==> config.mk <==
export PLATFORM = sky130hd
export DESIGN_NAME = refclk_nco_gen
export DESIGN_NICKNAME = d
export VERILOG_FILES = /design/src/rtl/refclk_nco_gen.sv
export SDC_FILE = /design/constraint.sdc
export NUM_CORES = 1
export LEC_CHECK = 0
export CORE_UTILIZATION = 45
export CTS_CLUSTER_SIZE = 20
export DETAILED_ROUTE_END_ITERATION = 6
export GPL_TIMING_DRIVEN = 0
export PLACE_DENSITY = 0.61
export SYNTH_ARGS = -nofsm -noshare
export SYNTH_HDL_FRONTEND = slang
export SYNTH_SLANG_ARGS = --single-unit
==> constraint.sdc <==
create_clock -name i_clk -period 2.57 [get_ports i_clk]
set_input_delay 0.514 -clock i_clk [delete_from_list [all_inputs] [get_ports i_clk]]
set_output_delay 0.514 -clock i_clk [all_outputs]
set_load 0.02 [all_outputs]
==> src/rtl/refclk_nco_gen.sv <==
// refclk_nco_gen: phase-accumulator (NCO) generator for the low-frequency
// reference clock and a 1 Hz pulse, derived from the fast system clock.
// A runtime signed trim corrects ppm error and is applied on whole refclk periods.
module refclk_nco_gen #(
   parameter int unsigned SYS_CLK_HZ     = 10_000_000,
   parameter int unsigned REF_CLK_HZ     = 32_768,
   parameter int unsigned ACC_WIDTH      = 24,
   parameter int unsigned TRIM_WIDTH     = 8,
   parameter int unsigned PPS_HIGH_EDGES = 3_277
) (
   input  logic                  i_clk,
   input  logic                  i_reset_n,
   input  logic                  i_en,
   input  logic [TRIM_WIDTH-1:0] i_trim,
   input  logic                  i_trim_load,
   output logic                  o_refclk,
   output logic                  o_refclk_stb,
   output logic                  o_pps,
   output logic                  o_pps_stb
);

   // Nominal increment: two carries per refclk period, rounded to nearest.
   localparam logic [63:0] INC_NOM =
      ((64'd1 << ACC_WIDTH) * 64'(2 * REF_CLK_HZ) + 64'(SYS_CLK_HZ / 2)) / 64'(SYS_CLK_HZ);
   localparam logic [ACC_WIDTH-1:0] INC_ACC = INC_NOM[ACC_WIDTH-1:0];

   localparam int unsigned CNT_W = (REF_CLK_HZ > 1) ? $clog2(REF_CLK_HZ) : 1;
   localparam logic [CNT_W-1:0] CNT_LAST = CNT_W'(REF_CLK_HZ - 1);
   localparam logic [CNT_W-1:0] PPS_CNT  = CNT_W'(PPS_HIGH_EDGES);

   // Reject configurations that cannot produce a valid increment or pulse width.
   if (INC_NOM == 64'd0 || INC_NOM >= (64'd1 << ACC_WIDTH)) begin : g_bad_inc
      $error("refclk_nco_gen: INC_NOM out of range for ACC_WIDTH");
   end
   if (TRIM_WIDTH > ACC_WIDTH) begin : g_bad_trim
      $error("refclk_nco_gen: TRIM_WIDTH must not exceed ACC_WIDTH");
   end
   if (PPS_HIGH_EDGES < 1 || PPS_HIGH_EDGES > REF_CLK_HZ - 1) begin : g_bad_pps
      $error("refclk_nco_gen: PPS_HIGH_EDGES must be in 1..REF_CLK_HZ-1");
   end

   logic [ACC_WIDTH-1:0]  acc_q, acc_d;
   logic [CNT_W-1:0]      edge_cnt_q, edge_cnt_d;
   logic [TRIM_WIDTH-1:0] trim_pending_q, trim_pending_d;
   logic [TRIM_WIDTH-1:0] trim_active_q, trim_active_d;
   logic                  refclk_q, refclk_d;
   logic                  refclk_stb_q, refclk_stb_d;
   logic                  pps_q, pps_d;
   logic                  pps_stb_q, pps_stb_d;

   logic [ACC_WIDTH-1:0]  inc_eff;
   logic [ACC_WIDTH:0]    sum;
   logic                  carry;
   logic                  rise;
   logic [CNT_W-1:0]      edge_inc;

   // Effective increment uses the sign-extended active trim; sum keeps the carry bit.
   always_comb begin
      inc_eff  = INC_ACC + ACC_WIDTH'($signed(trim_active_q));
      sum      = {1'b0, acc_q} + {1'b0, inc_eff};
      carry    = sum[ACC_WIDTH];
      rise     = i_en & carry & ~refclk_q;
      edge_inc = edge_cnt_q + 1'b1;
   end

   // Next-state: accumulate when enabled, toggle on carry, count rising edges for the pulse.
   always_comb begin
      acc_d          = acc_q;
      edge_cnt_d     = edge_cnt_q;
      trim_pending_d = trim_pending_q;
      trim_active_d  = trim_active_q;
      refclk_d       = refclk_q;
      refclk_stb_d   = 1'b0;
      pps_d          = pps_q;
      pps_stb_d      = 1'b0;

      // Loading works regardless of enable; the old pending value is what a
      // same-cycle rise applies.
      if (i_trim_load) begin
         trim_pending_d = i_trim;
      end

      if (i_en) begin
         acc_d = sum[ACC_WIDTH-1:0];
         if (carry) begin
            refclk_d = ~refclk_q;
         end
      end

      if (rise) begin
         refclk_stb_d  = 1'b1;
         trim_active_d = trim_pending_q;
         if (edge_cnt_q == CNT_LAST) begin
            edge_cnt_d = '0;
            pps_d      = 1'b1;
            pps_stb_d  = 1'b1;
         end else begin
            edge_cnt_d = edge_inc;
            if (edge_inc == PPS_CNT) begin
               pps_d = 1'b0;
            end
         end
      end
   end

   // State register with synchronous active-low reset.
   always_ff @(posedge i_clk) begin
      if (!i_reset_n) begin
         acc_q          <= '0;
         edge_cnt_q     <= '0;
         trim_pending_q <= '0;
         trim_active_q  <= '0;
         refclk_q       <= 1'b0;
         refclk_stb_q   <= 1'b0;
         pps_q          <= 1'b0;
         pps_stb_q      <= 1'b0;
      end else begin
         acc_q          <= acc_d;
         edge_cnt_q     <= edge_cnt_d;
         trim_pending_q <= trim_pending_d;
         trim_active_q  <= trim_active_d;
         refclk_q       <= refclk_d;
         refclk_stb_q   <= refclk_stb_d;
         pps_q          <= pps_d;
         pps_stb_q      <= pps_stb_d;
      end
   end

   assign o_refclk     = refclk_q;
   assign o_refclk_stb = refclk_stb_q;
   assign o_pps        = pps_q;
   assign o_pps_stb    = pps_stb_q;

endmodule
==> results.tsv, run 1 <==
metric	value	unit
share of cells above drive strength 1	0.193	
Detailed Route WL	8340	µm
synthesized area	3410	µm²
H-tree depth	3	
area added between synthesis and finish	26.2	%
reg-to-reg setup timing slack	-0.15	ns
initial antenna violation count	0	
Worst setup EP type	flip-flop	
number of flops mapped to enable cells by yosys	0	
PwrDens	619	nW/µm²
Final Max Slew Viols	0	
WS Path Type	reg -> reg	
Tot Pwr	2.66	mW
Seq cells post-synth	59	
CTS Buf Count	9	
Startpoint Class	flip-flop	
met2 usage	0.401	
Core Box Area	7290	µm²
R2R Path End	edge_cnt_q[8]	
MaxCap Viol Count	0	
post-route ant nets	0	
Nets	471	
RD Place Congestion	0.949	
slew at the pin closest to its max-slew limit	0.645	ns
grt total ovfl	0	
fin util	0.590	
Yosys cell types	63	
hold crit path type	reg -> reg	
Clock transition at path regs	0.07	ns
clock root buffer	clkbuf_8	
CTS Sinks	59	
Fin. Hold Viols	0	
first drt pass iteration count	4	
share of flip-flops with an asynchronous set or reset	0	
die height	89.1	µm
total track usage	0.229	
failing checks	negative setup slack	
status	finished with violations	
CTS max path bufs	2	
IO Port Bufs	14	
Chip Width	89.1	µm
Ports	16	
synthesized area per cell	8.38	µm²
clk_lat worst skew	0.33	ns
Initial Util	0.468	
RSZ-0062 raised after global routing	true	
reg2reg path depth	13	
Hold Buf Count CTS	0	
met1 usage	0.282	
YS warnings	0	
Leak	1.57	nW
CP max FO	10	
Slew HR	0.566	
Seq/Total Area, Yosys	0.346	
largest net degree at the start of global routing	11	
worst setup margin	-0.150	ns
minimum clock period	2.72	ns
hold depth	2	
DRT iter0 DRCs	220	
DRC violations left	0	
hold_sp	trim_pending_q[3]	
Worst Clk Skew	0.00692	ns
vias per inst	5.47	
CTS tree	built	
Die Area	7930	µm²
r2r startpoint	trim_active_q[3]	
Synth Net Count	432	
drt wl/cell	15.2	µm
Worst Path Arrival	2.92	ns
Hold EP	trim_active_q[3]	
Cells after Synth	407	
Row Count	31	
Antenna diodes	0	
Peak VDD IR	0.000284	V
first-pass GRT wire length	13600	µm
DP HPWL	5730	µm
routed vias	3006	
final setup fails	24	
Top FF cell, synth	dfxtp_1	
WP data required	2.77	ns
GRT busiest layer	met2	
Tcrit/Tclk final	1.06	
met3 Use GR	0.0582	
vias in the first global route	2895	
f_max	0.368	GHz
layout by cell type, fill, tap and decap left out, types with 3 or more instances in the layout:
cell and n:
clkbuf_8 13, a21oi_2 6, nor4_1 4, o21ai_0 6, dfxtp_2 3, a21oi_1 27
buf_4 11, dfxtp_1 55, nand4_1 6, clkbuf_1 9, o21a_1 5, o211ai_1 4
nand3_2 3, nand2_1 52, nand3b_1 4, nor2_1 34, inv_1 12, nand3_1 19
nand2b_1 4, ha_1 8, nand4b_1 4, a21o_1 7, nor3_1 4, xor2_1 7
buf_6 7, o221ai_1 4, nor3_2 3, mux2i_1 20, clkdlybuf4s50_1 14, and3_1 3
o21ai_1 5, ha_4 3, or3_1 5, mux2_4 3, a31oi_1 3, xnor2_1 14
worst max-delay path: stages (launching register included):
cell	delay, ns
dfxtp_2	0.34
nor2_4	0.12
nand3_2	0.11
nor4_4	0.18
xnor2_1	0.12
ha_2	0.38
and3_4	0.20
o21a_4	0.14
nand3_4	0.09
a211o_4	0.39
buf_6	0.14
buf_8	0.14
o21ai_1	0.14
a21oi_1	0.08
layout make-up:
class                      count  area (µm²)
inverter                      15        58.8
multi-input combinational    315        2310
buffer                        18         118
clock buffer                  13         179
sequential                    59        1190
tap                           99         124
timing repair buffer          28         260
clock inverter                 3        67.6
fill                         700        2990
worst max-delay path by stage:
stage	from	depth (start not counted)	slack, ns	to
finish	trim_active_q[3]	13	-0.15	edge_cnt_q[8]
CTS	trim_active_q[0]	13	-0.13	edge_cnt_q[2]
global placement	trim_active_q[0]	12	-0.38	o_pps
detailed placement	trim_active_q[0]	12	-0.45	o_pps
floorplan	trim_active_q[3]	12	-0.02	edge_cnt_q[2]
global route	trim_active_q[0]	14	-0.28	edge_cnt_q[3]
logic make-up (layout without fill, tap and decap cells):
kind of cell               after synthesis  after routing  share of synthesized area
buffers and inverters                   33             77                     0.0477
xor gates and xnor gates                21             21                     0.0539
muxes                                   23             23                     0.0686
adders and majority gates               13             13                     0.0499
and+or+nand+nor                        167            167                      0.253
AOI/OAI and AO/OA                       91             91                      0.181
DFF                                     59             59                      0.346
registers in the layout, indices dropped and copies added, names as in the netlist:
name / cells
o_refclk_stb: 1
o_pps: 1
trim_active_q: 8
edge_cnt_q: 15
trim_pending_q: 8
o_pps_stb: 1
o_refclk: 1
acc_q: 24
repair_timing:
item,CTS,global route
gates resized for setup,18,19
setup endpoints to repair,31,39
gates cloned,1,0
buffers inserted,12,1
pin swaps,14,5
through the flow:
stage / std cells / worst slack (ns) / area, µm² / TNS, ns / hold WS [ns]
after global routing: 550 / -0.278 / 4300 / -6.03 / 0.471
after global placement: 520 / -0.385 / 3780 / -8.74 / 0.437
after floorplan: 407 / -0.0168 / 3520 / -0.0494 / 0.424
final: 550 / -0.150 / 4300 / -2.12 / 0.448
after detailed placement: 520 / -0.449 / 3780 / -9.93 / 0.438
after CTS: 549 / -0.134 / 4210 / -2.13 / 0.447
power breakdown:
part,internal [mW],switching (mW),total (mW)
clock,0.652,0.371,1.02
sequential,0.974,0.0503,1.02
combinational,0.288,0.327,0.615
total,1.91,0.748,2.66
Yosys cell counts (3+ instances only):
library cell | instances | area share
dfxtp_1 | 59 | 0.35
nand2_1 | 53 | 0.058
nor2_1 | 35 | 0.039
a21oi_1 | 34 | 0.050
nand3_1 | 22 | 0.032
mux2i_1 | 20 | 0.059
inv_1 | 14 | 0.015
xnor2_1 | 14 | 0.036
ha_1 | 12 | 0.044
clkbuf_1 | 9 | 0.0099
nor3_1 | 8 | 0.012
a21o_1 | 7 | 0.015
nor4_1 | 7 | 0.013
xor2_1 | 7 | 0.018
nand4_1 | 6 | 0.011
o21ai_0 | 6 | 0.0088
o21ai_1 | 6 | 0.0088
o21a_1 | 5 | 0.011
or3_1 | 5 | 0.0092
a31oi_1 | 4 | 0.0073
buf_6 | 4 | 0.013
nand2b_1 | 4 | 0.0073
nand3b_1 | 4 | 0.0088
nand4b_1 | 4 | 0.010
o211ai_1 | 4 | 0.0088
o221ai_1 | 4 | 0.010
a21boi_0 | 3 | 0.0066
and3_1 | 3 | 0.0055
mux2_2 | 3 | 0.0099
metal layers:
layer / share of wire / up-vias / wire (µm)
met5: 0 / - / 0
met4: 0.0096 / 0 / 80
met3: 0.029 / 7 / 242
met2: 0.49 / 45 / 4060
met1: 0.47 / 1420 / 3950
li1: - / 1534 / -
(Power assumes the default switching activity.)
==> run 2, diff against run 1 <==
--- a/config.mk
+++ b/config.mk
@@ -5,11 +5,13 @@
 export SDC_FILE = /design/constraint.sdc
 export NUM_CORES = 1
 export LEC_CHECK = 0
-export CORE_UTILIZATION = 45
+export CELL_PAD_IN_SITES_DETAIL_PLACEMENT = 0
+export CELL_PAD_IN_SITES_GLOBAL_PLACEMENT = 1
+export CORE_UTILIZATION = 41
 export CTS_CLUSTER_SIZE = 20
 export DETAILED_ROUTE_END_ITERATION = 6
 export GPL_TIMING_DRIVEN = 0
-export PLACE_DENSITY = 0.61
+export PLACE_DENSITY = 0.71
 export SYNTH_ARGS = -nofsm -noshare
 export SYNTH_HDL_FRONTEND = slang
 export SYNTH_SLANG_ARGS = --single-unit
==> constraint.sdc (replaced) <==
create_clock -name i_clk -period 2.57 [get_ports i_clk]
set_input_delay 0.514 -clock i_clk [delete_from_list [all_inputs] [get_ports i_clk]]
set_output_delay 0.514 -clock i_clk [all_outputs]
set_load 0.005 [all_outputs]
==> run 2 against run 1 <==
  * The flow still finishes with violations (negative setup slack)
  * Non-clock buffer count increased by 8
  * Critical path depth unchanged
  * Worst hold slack got worse by 0.00091 ns
  * Flip-flop and latch count unchanged
  * Critical endpoint unchanged
==> results.tsv, run 2 (same netlist as run 1, synthesis figures left out) <==
metric	value	unit	change
grt total ovfl	0		unchanged
Worst setup EP type	flip-flop		
CTS Buf Count	9		unchanged
clk_lat worst skew	0.34	ns	about the same
hold crit path type	reg -> reg		
DRC violations left	0		unchanged
post-route ant nets	0		unchanged
CTS tree	built		
CP max stage cell	dfxtp_4		
Row Count	32		+3.2%
crit-path max cell delay	0.37	ns	-0.02 ns
Slew HR	0.512		-0.0537
status	finished with violations		
area added between synthesis and finish	34.4	%	
DRT iter0 DRCs	137		-38%
WS Path Type	reg -> reg		
hold_sp	trim_pending_q[0]		
CTS Sinks	59		unchanged
Worst Path Arrival	2.99	ns	+0.07 ns
f_max	0.368	GHz	+0.13%
Clock transition at path regs	0.07	ns	about the same
TNS Setup	-2.21	ns	-0.0924 ns
largest net degree at the start of global routing	11		unchanged
PwrDens	549	nW/µm²	-11%
drt wl/cell	16.1	µm	+6.5%
max FFs per register	24		unchanged
Biggest register	acc_q		
share of cells above drive strength 1	0.259		+0.0664
Fin. Hold Viols	0		unchanged
WP data required	2.84	ns	+0.07 ns
CTS max path bufs	2		unchanged
Antenna diodes	0		unchanged
most common cell after layout, fill and taps aside	dfxtp_1		
Startpoint Class	flip-flop		
DP HPWL	6040	µm	+5.4%
Chip Width	93.2	µm	+4.7%
Final Max Slew Viols	0		unchanged
total track usage	0.221		-0.00757
crit path from	trim_active_q[0]		
RD Place Congestion	0.869		-8.5%
Worst Clk Skew	0.0108	ns	+0.00393 ns
IO Port Bufs	14		unchanged
slew at the pin closest to its max-slew limit	0.731	ns	+0.0865 ns
H-tree depth	3		unchanged
crit path buf inv count	2		unchanged
Initial Util	0.432		-0.0353
first-pass GRT wire length	14800	µm	+8.5%
r2r startpoint	trim_active_q[0]		
initial antenna violation count	0		unchanged
CP max FO	6		-4
pre-CTS setup slack	-0.448	ns	+0.00118 ns
most frequent cells in the layout	dfxtp_1, nand2_1, nor2_1, a21oi_1, mux2i_1		
routed vias	3124		+3.9%
Core Box Area	7890	µm²	+8.2%
# placed instances	523		+0.58%
Final Non-Filler Cells	561		+2.0%
Cell Chain, Critical Path	inv_4 > ha_4 > nand2_4 > nor3_4 > nand3b_1 > ha_4 > a21oi_4 > a21oi_2 > and2b_4 > a211o_4 > buf_6 > or3_4 > a21oi_2		
die height	93.2	µm	+4.7%
failing checks	negative setup slack		
worst setup margin	-0.146	ns	+0.00346 ns
final setup fails	29		+21%
Detailed Route WL	9060	µm	+8.7%
vias in the first global route	3014		+4.1%
MaxCap Viol Count	0		unchanged
Tcrit/Tclk final	1.06		-0.00134
first drt pass iteration count	4		unchanged
vias per inst	5.57		+1.9%
crit-path leading delay family	simple AND/OR/NAND/NOR gates		
clock root buffer	clkbuf_8		
biggest regs	acc_q (24), edge_cnt_q (15)		
Peak VDD IR	0.000303	V	+6.4%
Nets	479		+1.7%
RSZ-0062 raised after global routing	true		
Ports	16		unchanged
Leak	1.69	nW	+7.2%
Die Area	8690	µm²	+9.5%
minimum clock period	2.72	ns	-0.00346 ns
## run 2: changes by cell type in the layout (fill, tap and decap cells not counted), sizes merged
cell and delta:
buf +6, clkinv +3, bufinv -1
## run 2: final timing paths
kind                            slack, ns          endpoint  cells after the start
worst min-delay path                 0.45  trim_active_q[0]                      2
worst min register to register       0.45  trim_active_q[0]                      2
worst max register to register      -0.15     edge_cnt_q[8]                     13
worst max-delay path                -0.15     edge_cnt_q[8]                     13
## run 2: metal layers
| metal | track usage | routed length [µm] | vias to the layer above |
|---|---|---|---|
| li1 | - | - | 1562 |
| met1 | 0.264 | 4150 | 1502 |
| met2 | 0.389 | 4500 | 48 |
| met3 | 0.0528 | 289 | 12 |
| met4 | 0.0692 | 123 | 0 |
| met5 | 0 | 0 | - |
## run 2: worst reg2reg max path, delay by kind of cell, from the launching register on
family,cells,cell delay (ns)
AND/OR/NAND/NOR,5,0.90
buffers and inverters,2,0.23
AO/OA/AOI/OAI,4,0.69
adder cells (fa/ha/maj),2,0.48
flip-flops,1,0.37
## run 2: per-stage QoR
| stage | hold slack, ns | util | instance area (µm²) | total power, mW |
|---|---|---|---|---|
| floorplan | 0.424 | - | 3520 | 1.47 |
| global placement | 0.437 | 0.480 | 3780 | 1.58 |
| detailed placement | 0.443 | 0.480 | 3780 | 1.58 |
| CTS | 0.452 | 0.543 | 4280 | 2.50 |
| global route | 0.465 | 0.581 | 4580 | 2.66 |
| finish | 0.447 | 0.581 | 4580 | 2.52 |
## run 2: final cells by class
| cell class | instances | area [µm²] |
|---|---|---|
| plain buffers | 18 | 121 |
| clock buffers | 11 | 141 |
| clock inverters | 5 | 52.6 |
| fillers | 719 | 3300 |
| inverters | 15 | 61.3 |
| multi-input cells | 315 | 2460 |
| flip-flops and latches | 59 | 1190 |
| well taps | 102 | 128 |
| repair buffers | 36 | 424 |
## run 2: what timing repair did
action | CTS | global route
pin swaps | 24 | 21
hold buffers | 0 | 0
buffers inserted | 13 | 6
cloned | 3 | 2
endpoints found under the setup margin | 31 | 40
gates resized for setup | 33 | 46
## run 2: where the power goes
part | switching (mW) | leakage, nW | internal, mW | total [mW]
registers | 0.0497 | 0.483 | 0.973 | 1.02
logic | 0.347 | 1.11 | 0.292 | 0.640
clock network | 0.386 | 0.0991 | 0.470 | 0.856
total | 0.783 | 1.69 | 1.73 | 2.52
==> run 3, diff against run 2 <==
--- a/config.mk
+++ b/config.mk
@@ -15,3 +15,4 @@
 export SYNTH_ARGS = -nofsm -noshare
 export SYNTH_HDL_FRONTEND = slang
 export SYNTH_SLANG_ARGS = --single-unit
+export TNS_END_PERCENT = 10
==> run 3 against run 2 <==
  * The run still ends with negative setup slack left
  * Worst hold slack improved by 0.0013 ns
  * Sequential share of layout area increased by 2.5 points
  * Sequential power about the same
  * Wire length decreased by 7.8%
  * Non-clock buffer count decreased by 8
  * Register-to-register slack got worse by 0.07 ns
  * Maximum frequency decreased by 2.5%
  * Cell count decreased by 1.4%
  * Die area unchanged
  * Via count decreased by 3.6%
==> results.tsv, run 3 (same netlist as run 1, synthesis figures left out) <==
metric	value	unit	change
H-tree depth	3		unchanged
total track usage	0.210		-0.0113
Chip Width	93.2	µm	unchanged
Ports	16		unchanged
drt wl/cell	15.1	µm	-6.4%
minimum clock period	2.78	ns	+0.0689 ns
RSZ-0062 raised after global routing	true		
final setup fails	29		unchanged
largest net degree at the start of global routing	11		unchanged
Hold Slack	0.449	ns	+0.00132 ns
Biggest register	acc_q		
post-route ant nets	0		unchanged
failing checks	negative setup slack		
Detailed Route WL	8350	µm	-7.8%
Worst setup EP type	flip-flop		
CTS tree	built		
most frequent cells in the layout	dfxtp_1, nand2_1, nor2_1, a21oi_1		
Slew HR	0.556		+0.0433
IO Port Bufs	14		unchanged
WS Path Type	reg -> reg		
most common cell after layout, fill and taps aside	dfxtp_1		
DP HPWL	5900	µm	-2.2%
r2r startpoint	trim_active_q[3]		
routed vias	3011		-3.6%
Gate power share	0.239		-0.015
CP max FO	4		-2
die height	93.2	µm	unchanged
Startpoint Class	flip-flop		
Worst Clk Skew	0.0104	ns	-0.000419 ns
initial antenna violation count	0		unchanged
Sw Ratio	0.304		-0.00741
DRT iter0 DRCs	112		-18%
first drt pass iteration count	4		unchanged
clock power share	0.347		+0.007
Nets	471		-1.7%
R2R Path End	edge_cnt_q[3]		
CTS Sinks	59		unchanged
Final Non-Filler Cells	553		-1.4%
# placed instances	523		unchanged
Leak	1.53	nW	-9.4%
vias per inst	5.44		-2.2%
hold_sp	trim_pending_q[1]		
Hold Buf Count CTS	0		unchanged
area added between synthesis and finish	22.1	%	
Final Max Slew Viols	0		unchanged
Worst Path Arrival	3.06	ns	+0.07 ns
CTS max path bufs	2		unchanged
biggest regs	acc_q (24), edge_cnt_q (15)		
slew at the pin closest to its max-slew limit	0.660	ns	-0.0710 ns
Net Sw Power	0.749	mW	-4.3%
Row Count	32		unchanged
Fin. Hold Viols	0		unchanged
f_max	0.359	GHz	-2.5%
Flop pwr share	0.415		+0.009
RD Place Congestion	0.828		-4.7%
DRC violations left	0		unchanged
Hold EP	trim_active_q[1]		
hold depth	2		unchanged
first-pass GRT wire length	14100	µm	-4.9%
Peak VDD IR	0.000217	V	-28%
grt total ovfl	0		unchanged
status	finished with violations		
# fillers	777		+8.1%
reg2reg path depth	12		-1
share of cells above drive strength 1	0.171		-0.0885
WP data required	2.84	ns	about the same
Antenna diodes	0		unchanged
clock root buffer	clkbuf_8		
Initial Util	0.432		unchanged
Clock transition at path regs	0.07	ns	about the same
clk_lat worst skew	0.34	ns	about the same
CTS Buf Count	9		unchanged
PwrDens	593	nW/µm²	+7.9%
MaxCap Viol Count	0		unchanged
Power Internal	1.72	mW	-0.92%
worst setup margin	-0.215	ns	-0.0689 ns
Core Box Area	7890	µm²	unchanged
reg-to-reg setup timing slack	-0.21	ns	-0.07 ns
max FFs per register	24		unchanged
hold crit path type	reg -> reg		
Die Area	8690	µm²	unchanged
Tcrit/Tclk final	1.08		+0.0268
vias in the first global route	2931		-2.8%
## run 3: cell count changes in the layout (fill, tap and decap cells not counted), moves of 4 or more
cell     change
nand2_2      -4
a21oi_1     +10
o21ai_2      -4
o21ai_1      +4
a21oi_2      -8
nand2_1      +7
## run 3: layer usage
layer  GRT usage  vias to the layer above  share of wire
li1            -                     1541              -
met1       0.268                     1433           0.49
met2       0.356                       24           0.47
met3      0.0293                       13          0.016
met4      0.0821                        0          0.018
met5           0                        -              0
## run 3: stage by stage
step | power (mW) | utilization | setup TNS (ns) | setup slack [ns] | area [µm²]
after detailed placement | 1.59 | 0.475 | -13.81 | -0.643 | 3750
final | 2.47 | 0.528 | -2.17 | -0.215 | 4170
after global routing | 2.61 | 0.528 | -6.78 | -0.350 | 4170
after global placement | 1.58 | 0.475 | -13.55 | -0.646 | 3750
after floorplan | 1.47 | - | -0.453 | -0.0683 | 3480
after CTS | 2.48 | 0.520 | -2.15 | -0.223 | 4100
## run 3: how the worst max path moves through the flow
stage | cells past startpoint | to | from | slack [ns]
after CTS | 12 | edge_cnt_q[3] | trim_active_q[3] | -0.22
after floorplan | 13 | edge_cnt_q[8] | trim_active_q[1] | -0.07
after global placement | 13 | o_pps | trim_active_q[1] | -0.65
final | 12 | edge_cnt_q[3] | trim_active_q[3] | -0.21
after detailed placement | 12 | o_pps | trim_active_q[2] | -0.64
after global routing | 13 | edge_cnt_q[3] | trim_active_q[3] | -0.35
## run 3: area by class of cell
type,count,area [µm²],area share
multi-input cells,315,2220,0.534
flip-flops and latches,59,1190,0.285
repair buffers,28,256,0.0616
clock buffers,11,141,0.0339
well taps,102,128,0.0306
plain buffers,18,118,0.0282
inverters,15,58.8,0.0141
clock inverters,5,52.6,0.0126
## run 3: critical path, cell delays in order (launching register included)
cell     delay (ns)
dfxtp_2        0.34
nor2_4         0.11
nand3_2        0.10
nor4_4         0.23
xnor2_1        0.10
ha_2           0.36
and3_4         0.20
o21a_4         0.14
nand3_4        0.08
a211o_1        0.34
buf_4          0.14
or4_1          0.40
a21oi_1        0.15
## run 3: timing repair
item                                    CTS  global route
setup buffers                            11             3
pin swaps                                20             5
gates resized for setup                  18            10
endpoints found under the setup margin   33            36
## run 3: power by group through the flow
stage	Sequential [mW]	Combinational, mW	Clock, mW
global placement	1.04	0.535	0
detailed placement	1.04	0.543	0
finish	1.02	0.590	0.856
CTS	1.02	0.577	0.883
floorplan	1.03	0.437	0
global route	1.03	0.651	0.927
